--- src/rtl/pipe_pkg.sv ---
// Shared types for the 8-bit pipeline: data/register widths, the memory-stage
// state encoding and the MEM/WB boundary bundle.
package pipe_pkg;

  localparam int DATA_W = 8;
  localparam int REG_W  = 3;

  typedef enum logic {
    IDLE = 1'b0,
    WAIT = 1'b1
  } mem_state_t;

  typedef struct packed {
    logic              reg_write;
    logic              result_src;
    logic [DATA_W-1:0] alu_result;
    logic [DATA_W-1:0] mem_data;
    logic [REG_W-1:0]  rd;
  } memwb_t;

  // A slot needs the data memory when it is real and reads or writes it.
  function automatic logic is_access(input logic valid, input logic rd_en,
                                     input logic wr_en);
    return valid & (rd_en | wr_en);
  endfunction

endpackage

--- src/rtl/mem_access_fsm.sv ---
// Request/acknowledge sequencer for data-memory accesses: holds the request
// registers, the bounded-wait counter and produces stall/complete/timeout.
module mem_access_fsm
  import pipe_pkg::*;
#(
  parameter int MEM_TIMEOUT = 15
) (
  input  logic              clk_i,
  input  logic              reset_i,
  input  logic              valid_i,
  input  logic              reg_write_i,
  input  logic              result_src_i,
  input  logic              mem_read_i,
  input  logic              mem_write_i,
  input  logic [DATA_W-1:0] addr_i,
  input  logic [DATA_W-1:0] wdata_i,
  input  logic [REG_W-1:0]  rd_i,
  input  logic              flush_i,
  input  logic              mem_ack_i,
  output logic              mem_req_o,
  output logic              mem_we_o,
  output logic [DATA_W-1:0] mem_addr_o,
  output logic [DATA_W-1:0] mem_wdata_o,
  output logic              mem_err_o,
  output logic              stall_o,
  output logic              complete_o,
  output logic              timeout_o,
  output mem_state_t        state_o,
  output logic              lat_reg_write_o,
  output logic              lat_result_src_o,
  output logic [REG_W-1:0]  lat_rd_o
);

  localparam int CNT_W = $clog2(MEM_TIMEOUT + 1);
  localparam logic [CNT_W-1:0] CNT_MAX = CNT_W'(MEM_TIMEOUT);

  mem_state_t        state_q, state_d;
  logic [CNT_W-1:0]  cnt_q, cnt_d;
  logic              req_q, req_d;
  logic              we_q, we_d;
  logic [DATA_W-1:0] addr_q, addr_d;
  logic [DATA_W-1:0] wdata_q, wdata_d;
  logic [REG_W-1:0]  rd_q, rd_d;
  logic              rw_q, rw_d;
  logic              rs_q, rs_d;
  logic              err_q, err_d;

  logic accept, in_wait, complete, timeout;

  always_ff @(posedge clk_i) begin
    if (reset_i) begin
      state_q <= IDLE;
      cnt_q   <= '0;
      req_q   <= 1'b0;
      we_q    <= 1'b0;
      addr_q  <= '0;
      wdata_q <= '0;
      rd_q    <= '0;
      rw_q    <= 1'b0;
      rs_q    <= 1'b0;
      err_q   <= 1'b0;
    end else begin
      state_q <= state_d;
      cnt_q   <= cnt_d;
      req_q   <= req_d;
      we_q    <= we_d;
      addr_q  <= addr_d;
      wdata_q <= wdata_d;
      rd_q    <= rd_d;
      rw_q    <= rw_d;
      rs_q    <= rs_d;
      err_q   <= err_d;
    end
  end

  always_comb begin
    in_wait  = (state_q == WAIT);
    accept   = (state_q == IDLE) & is_access(valid_i, mem_read_i, mem_write_i) & ~flush_i;
    complete = in_wait & mem_ack_i;
    // Ack wins over timeout when both land in the same cycle.
    timeout  = in_wait & ~mem_ack_i & (cnt_q == CNT_MAX);

    state_d = state_q;
    cnt_d   = cnt_q;
    req_d   = req_q;
    we_d    = we_q;
    addr_d  = addr_q;
    wdata_d = wdata_q;
    rd_d    = rd_q;
    rw_d    = rw_q;
    rs_d    = rs_q;
    err_d   = 1'b0;

    case (state_q)
      IDLE: begin
        if (accept) begin
          state_d = WAIT;
          cnt_d   = '0;
          req_d   = 1'b1;
          we_d    = mem_write_i;
          addr_d  = addr_i;
          wdata_d = wdata_i;
          rd_d    = rd_i;
          rw_d    = reg_write_i;
          rs_d    = result_src_i;
        end
      end
      WAIT: begin
        if (complete || timeout) begin
          state_d = IDLE;
          cnt_d   = '0;
          req_d   = 1'b0;
          we_d    = 1'b0;
          addr_d  = '0;
          wdata_d = '0;
          rd_d    = '0;
          rw_d    = 1'b0;
          rs_d    = 1'b0;
          err_d   = timeout;
        end else begin
          cnt_d = cnt_q + CNT_W'(1);
        end
      end
      default: state_d = IDLE;
    endcase
  end

  assign stall_o          = accept | (in_wait & ~mem_ack_i & ~timeout);
  assign complete_o       = complete;
  assign timeout_o        = timeout;
  assign state_o          = state_q;
  assign mem_req_o        = req_q;
  assign mem_we_o         = we_q;
  assign mem_addr_o       = addr_q;
  assign mem_wdata_o      = wdata_q;
  assign mem_err_o        = err_q;
  assign lat_reg_write_o  = rw_q;
  assign lat_result_src_o = rs_q;
  assign lat_rd_o         = rd_q;

endmodule

--- src/rtl/stage_mem.sv ---
// Memory-access pipeline stage: drives the data-memory handshake through
// mem_access_fsm and registers the retiring instruction into MEM/WB.
module stage_mem
  import pipe_pkg::*;
#(
  parameter int MEM_TIMEOUT = 15
) (
  input  logic              clk,
  input  logic              reset,
  input  logic              valid_MEM,
  input  logic              RegWrite_MEM,
  input  logic              ResultSrc_MEM,
  input  logic              MemRead_MEM,
  input  logic              MemWrite_MEM,
  input  logic [DATA_W-1:0] alu_result_MEM,
  input  logic [DATA_W-1:0] store_data_MEM,
  input  logic [REG_W-1:0]  rd_MEM,
  input  logic              flush,
  input  logic              mem_ack,
  input  logic [DATA_W-1:0] mem_rdata,
  output logic              mem_req,
  output logic              mem_we,
  output logic [DATA_W-1:0] mem_addr,
  output logic [DATA_W-1:0] mem_wdata,
  output logic              stall_MEM,
  output logic              mem_err,
  output logic              RegWrite_WB,
  output logic              ResultSrc_WB,
  output logic [DATA_W-1:0] alu_result_WB,
  output logic [DATA_W-1:0] mem_data_WB,
  output logic [REG_W-1:0]  rd_WB
);

  mem_state_t       fsm_state;
  logic             complete, timeout;
  logic             lat_reg_write, lat_result_src;
  logic [REG_W-1:0] lat_rd;
  logic             pass;
  memwb_t           memwb_q, memwb_d;

  mem_access_fsm #(
    .MEM_TIMEOUT(MEM_TIMEOUT)
  ) u_fsm (
    .clk_i           (clk),
    .reset_i         (reset),
    .valid_i         (valid_MEM),
    .reg_write_i     (RegWrite_MEM),
    .result_src_i    (ResultSrc_MEM),
    .mem_read_i      (MemRead_MEM),
    .mem_write_i     (MemWrite_MEM),
    .addr_i          (alu_result_MEM),
    .wdata_i         (store_data_MEM),
    .rd_i            (rd_MEM),
    .flush_i         (flush),
    .mem_ack_i       (mem_ack),
    .mem_req_o       (mem_req),
    .mem_we_o        (mem_we),
    .mem_addr_o      (mem_addr),
    .mem_wdata_o     (mem_wdata),
    .mem_err_o       (mem_err),
    .stall_o         (stall_MEM),
    .complete_o      (complete),
    .timeout_o       (timeout),
    .state_o         (fsm_state),
    .lat_reg_write_o (lat_reg_write),
    .lat_result_src_o(lat_result_src),
    .lat_rd_o        (lat_rd)
  );

  // Non-memory instructions only flow through while no access is outstanding.
  assign pass = (fsm_state == IDLE) & valid_MEM & ~MemRead_MEM & ~MemWrite_MEM & ~flush;

  always_comb begin
    memwb_d = '0;
    if (pass) begin
      memwb_d.reg_write  = RegWrite_MEM;
      memwb_d.result_src = ResultSrc_MEM;
      memwb_d.alu_result = alu_result_MEM;
      memwb_d.rd         = rd_MEM;
    end else if (complete) begin
      memwb_d.reg_write  = lat_reg_write;
      memwb_d.result_src = lat_result_src;
      memwb_d.alu_result = mem_addr;
      memwb_d.mem_data   = mem_we ? '0 : mem_rdata;
      memwb_d.rd         = lat_rd;
    end else if (timeout) begin
      // Abandoned access retires with its register write suppressed.
      memwb_d.result_src = lat_result_src;
      memwb_d.alu_result = mem_addr;
      memwb_d.rd         = lat_rd;
    end
  end

  always_ff @(posedge clk) begin
    if (reset) memwb_q <= '0;
    else       memwb_q <= memwb_d;
  end

  assign RegWrite_WB   = memwb_q.reg_write;
  assign ResultSrc_WB  = memwb_q.result_src;
  assign alu_result_WB = memwb_q.alu_result;
  assign mem_data_WB   = memwb_q.mem_data;
  assign rd_WB         = memwb_q.rd;

endmodule

--- config.mk ---
export PLATFORM = sky130hd
export DESIGN_NAME = stage_mem
export DESIGN_NICKNAME = d
export VERILOG_FILES = /design/src/rtl/pipe_pkg.sv /design/src/rtl/mem_access_fsm.sv /design/src/rtl/stage_mem.sv
export SDC_FILE = /design/constraint.sdc
export NUM_CORES = 1
export LEC_CHECK = 0
export CELL_PAD_IN_SITES_DETAIL_PLACEMENT = 1
export CELL_PAD_IN_SITES_GLOBAL_PLACEMENT = 1
export CORE_MARGIN = 10
export CORE_UTILIZATION = 34
export CTS_CLUSTER_SIZE = 30
export DETAILED_ROUTE_END_ITERATION = 12
export PLACE_DENSITY_LB_ADDON = 0.1
export RECOVER_POWER = 100
export SLEW_MARGIN = 5
export SYNTH_ARGS = -nofsm -noshare
export SYNTH_HDL_FRONTEND = slang
export SYNTH_SLANG_ARGS = --single-unit
--- constraint.sdc ---
create_clock -name clk -period 2.1 [get_ports clk]
set_input_delay 0.525 -clock clk [delete_from_list [all_inputs] [get_ports clk]]
set_output_delay 0.525 -clock clk [all_outputs]
set_load 0.005 [all_outputs]
==> impl_metrics.ini <==
[setup_path]
endpoint_kind = output pin
slowest_stage = clkdlybuf4s50_1
cp_max_fo = 2
critPathArrivalTime_ns = 1.47
reg2reg_depth = 6
required_ns = 1.57
worstSetupStartpoint = valid_MEM
crit_path_max_incr_delay_ns = 0.47
r2r-start = u_fsm.state_o$_SDFF_PP0_
cp-start-kind = input pin
reg2reg_setup_slack_ns = 0.46
path_common_cell = nand2_1
cp.buffers_inverters = 2
cpLargestDelayFamily = buffers and inverters
crit_type = input pin to output pin
cp_cell_sequence = clkdlybuf4s50_1 -> nor3b_4 -> nand2_1 -> nand2_1 -> clkbuf_1
r2r_end = alu_result_WB[7]$_SDFF_PP0_

[sta]
timing.fmax_mhz = 501.8
layout_min_cycle_time_ns = 1.993
rsz0062_at_grt = false
slew_headroom_pct = 73.52
finalCritPeriodShare_pct = 94.90
whs_ns = 0.4837
finalSetupViolations = 0
tightest_slew_ns = 0.3960
maxSlewViolCount = 0
finClkSkew_ns = 0.005984
final_hold_viol_count = 0
setup_tns_ns = 0

[power_and_ir_drop]
sequentialPowerShare_pct = 55.2
power_frac_comb_pct = 14.6
power_mw = 1.788
leakagePower_nw = 1.138
p_sw_share_pct = 24.99
irDropWorstVdd_mv = 0.2609
p_per_area_mw_per_mm2 = 600.8
clockPowerShare_pct = 30.2
p_int_mw = 1.341
p_sw_uw = 446.8

[yosys]
syn_area_sq_mm = 0.002003
synth.most_common_cell = dfxtp_1
synth_enable_flop_cells = 0
synth.area.mux_share_pct = 0.4997
synth_compound_area_share_pct = 21.05
synth_seq_cells = 50
synthSimpleGateAreaFrac_pct = 20.99
synth.yosys.seq_area_share_pct = 49.97
synthFlopType = dfxtp_1
synth_cell_type_count = 30
netlist_instances = 221
synth_top_area_cell = dfxtp_1
yosysTopAreaCellShare_pct = 49.97
synth_xor_area_share_pct = 0.4372
synth_nets = 258
netlist_top_cells_count = 50 x dfxtp_1, 48 x nand3_1, 38 x a21oi_1, 21 x o2111ai_1, 12 x clkbuf_1
postSynthAreaPerCell_sq_um = 9.064
synthAdderAreaFrac_pct = 0.6246
synth_area_leaders = dfxtp_1 50%, nand3_1 12%, a21oi_1 9.5%
synthArstFlopShare_pct = 0
ys_warn_count = 0
synth_top_family_by_area = compound AO/OA/AOI/OAI gates

[grt]
grt_usage_pct = 13.72
grt_overflow_total = 0
grt_pass1_wl_mm = 10.92
grt_max_degree = 39
antenna_found_initial = 0
grt_pass1_vias = 2029

[die]
start_util_pct = 35.72
die_x_um = 96.76
boundaryPins = 77
dieArea_sq_mm = 0.009362
rows = 27
fp.coreArea_sq_mm = 0.005608
die_h_um = 96.76

[final_layout]
area_growth_pct = 48.53
fill_cells = 677
regArea_sq_mm = 0.001001
finalNonFillerCells = 371
diodes = 0
fin_nets = 336
drive_gt1_share_pct = 8.696
postLayoutCellArea_sq_mm = 0.002975
multi_input_area_sq_um = 879.6

[routing]
vias_per_cell = 5.437
drt_pass1_iterations = 4
drt-total-wl_mm = 6.780
drc = 0
wl_per_cell_um = 18.27
drt_iter0_markers = 84
num_vias = 2017
ant_nets = 0

[clocking]
clkTransAtPathRegs_ns = 0.09
root_buffer = clkbuf_8
numCtsBuffers = 5
tritoncts = done
cts.path.max_buffers = 2
clock_latency_ns = 0.30
cts_hold_buffers = 0
cts_max_level = 2
clock_sinks = 50

[min_path]
hp-class = flop to flop
worstHoldPathCells = 2
worstHoldStart = u_fsm.mem_wdata_o[5]$_SDFFE_PP0P_
worst_hold_path.endpoint = u_fsm.mem_wdata_o[5]$_SDFFE_PP0P_

[placed_design]
place_area_sq_mm = 0.002900
placed_cells = 362
dpl.hpwl_mm = 4.729
port_buffers = 76
place.gp.congestion = 0.7286

[status]
status = completed

[flow_run]
drv_cap = 0
[power by group through the flow]
stage                     Sequential, mW  Combinational, mW  Clock (mW)
final                              0.988              0.261       0.539
after global routing               0.991              0.286       0.588
after detailed placement            1.01              0.272           0
after CTS                          0.988              0.273       0.551
after global placement              1.01              0.268           0
after floorplan                     1.01              0.108           0
[through the flow]
step / worst slack [ns] / utilization [%]
global placement: -0.2645 / 51.72
CTS: 0.01345 / 53.17
global route: 0.04429 / 53.06
finish: 0.1072 / 53.06
detailed placement: -0.2971 / 51.72
floorplan: 0.4063 / -
[worst max-delay path by stage]
stage	endpoint	depth (start not counted)
after floorplan	stall_MEM	5
after global placement	stall_MEM	5
after detailed placement	stall_MEM	5
after CTS	stall_MEM	5
after global routing	stall_MEM	5
final	stall_MEM	5
[layout make-up]
| class | instances | share of cell area, % |
|---|---|---|
| flip-flops and latches | 50 | 33.64 |
| repair buffers | 95 | 31.08 |
| multi-input cells | 146 | 29.56 |
| well taps | 72 | 3.028 |
| clock buffers | 7 | 2.565 |
| inverters | 1 | 0.1262 |
[worst reg2reg max path: stages, from the launching register on]
cell	delay, ns
dfxtp_1	0.37
nor3b_4	0.22
clkbuf_4	0.16
buf_4	0.09
buf_4	0.35
nand3_1	0.14
a21oi_1	0.24
[placed cells by master, fill, tap and decap left out, drive strengths merged]
| cell type | instances |
|---|---|
| a221o | 1 |
| nand3 | 48 |
| nor2 | 2 |
| a21o | 2 |
| buf | 16 |
| dlygate4sd2 | 2 |
| nor3 | 3 |
| dlygate4sd3 | 40 |
| clkdlybuf4s50 | 33 |
| a211oi | 1 |
| clkbuf | 11 |
| a31o | 1 |
| a21oi | 38 |
| xor2 | 1 |
| nand2b | 2 |
| mux2i | 1 |
| nor2b | 1 |
| or2 | 2 |
| nor3b | 1 |
| nand4 | 2 |
| nand2 | 5 |
| nor4 | 2 |
| o22ai | 1 |
| dfxtp | 50 |
| o2111ai | 21 |
| ha | 1 |
| or3b | 1 |
| and2 | 9 |
| inv | 1 |
[cell families after synthesis]
logic type      Yosys count
buf+inv                  25
fa+ha+maj                 1
compound gates           65
simple gates             78
xor+xnor                  1
mux                       1
flops                    50
[state kept, by name, summed over array words and instances (netlist names)]
name,count
alu_result_WB,8
mem_data_WB,8
u_fsm.mem_addr_o,8
u_fsm.mem_wdata_o,8
u_fsm.cnt_q,4
rd_WB,3
u_fsm.lat_rd_o,3
RegWrite_WB,1
ResultSrc_WB,1
u_fsm.lat_reg_write_o,1
u_fsm.lat_result_src_o,1
u_fsm.mem_err_o,1
u_fsm.mem_req_o,1
u_fsm.mem_we_o,1
u_fsm.state_o,1
[layer usage]
layer / track usage [%] / vias up / routed length, um / part of all wire [%]
met5: 0 / - / 0 / 0
met4: 3.382 / 0 / 53 / 0.78
met3: 5.252 / 6 / 441 / 6.5
met2: 21.98 / 57 / 3269 / 48
met1: 16.77 / 974 / 3015 / 44
li1: - / 980 / - / -
[repair_timing]
item                       4_1_cts  5_1_grt
buffers inserted                 1        1
gates cloned                     0        0
pin swaps                        2        1
setup endpoints to repair        1        1
gates resized for setup          5        1
No activity file was read; power rests on OpenSTA's default activity.
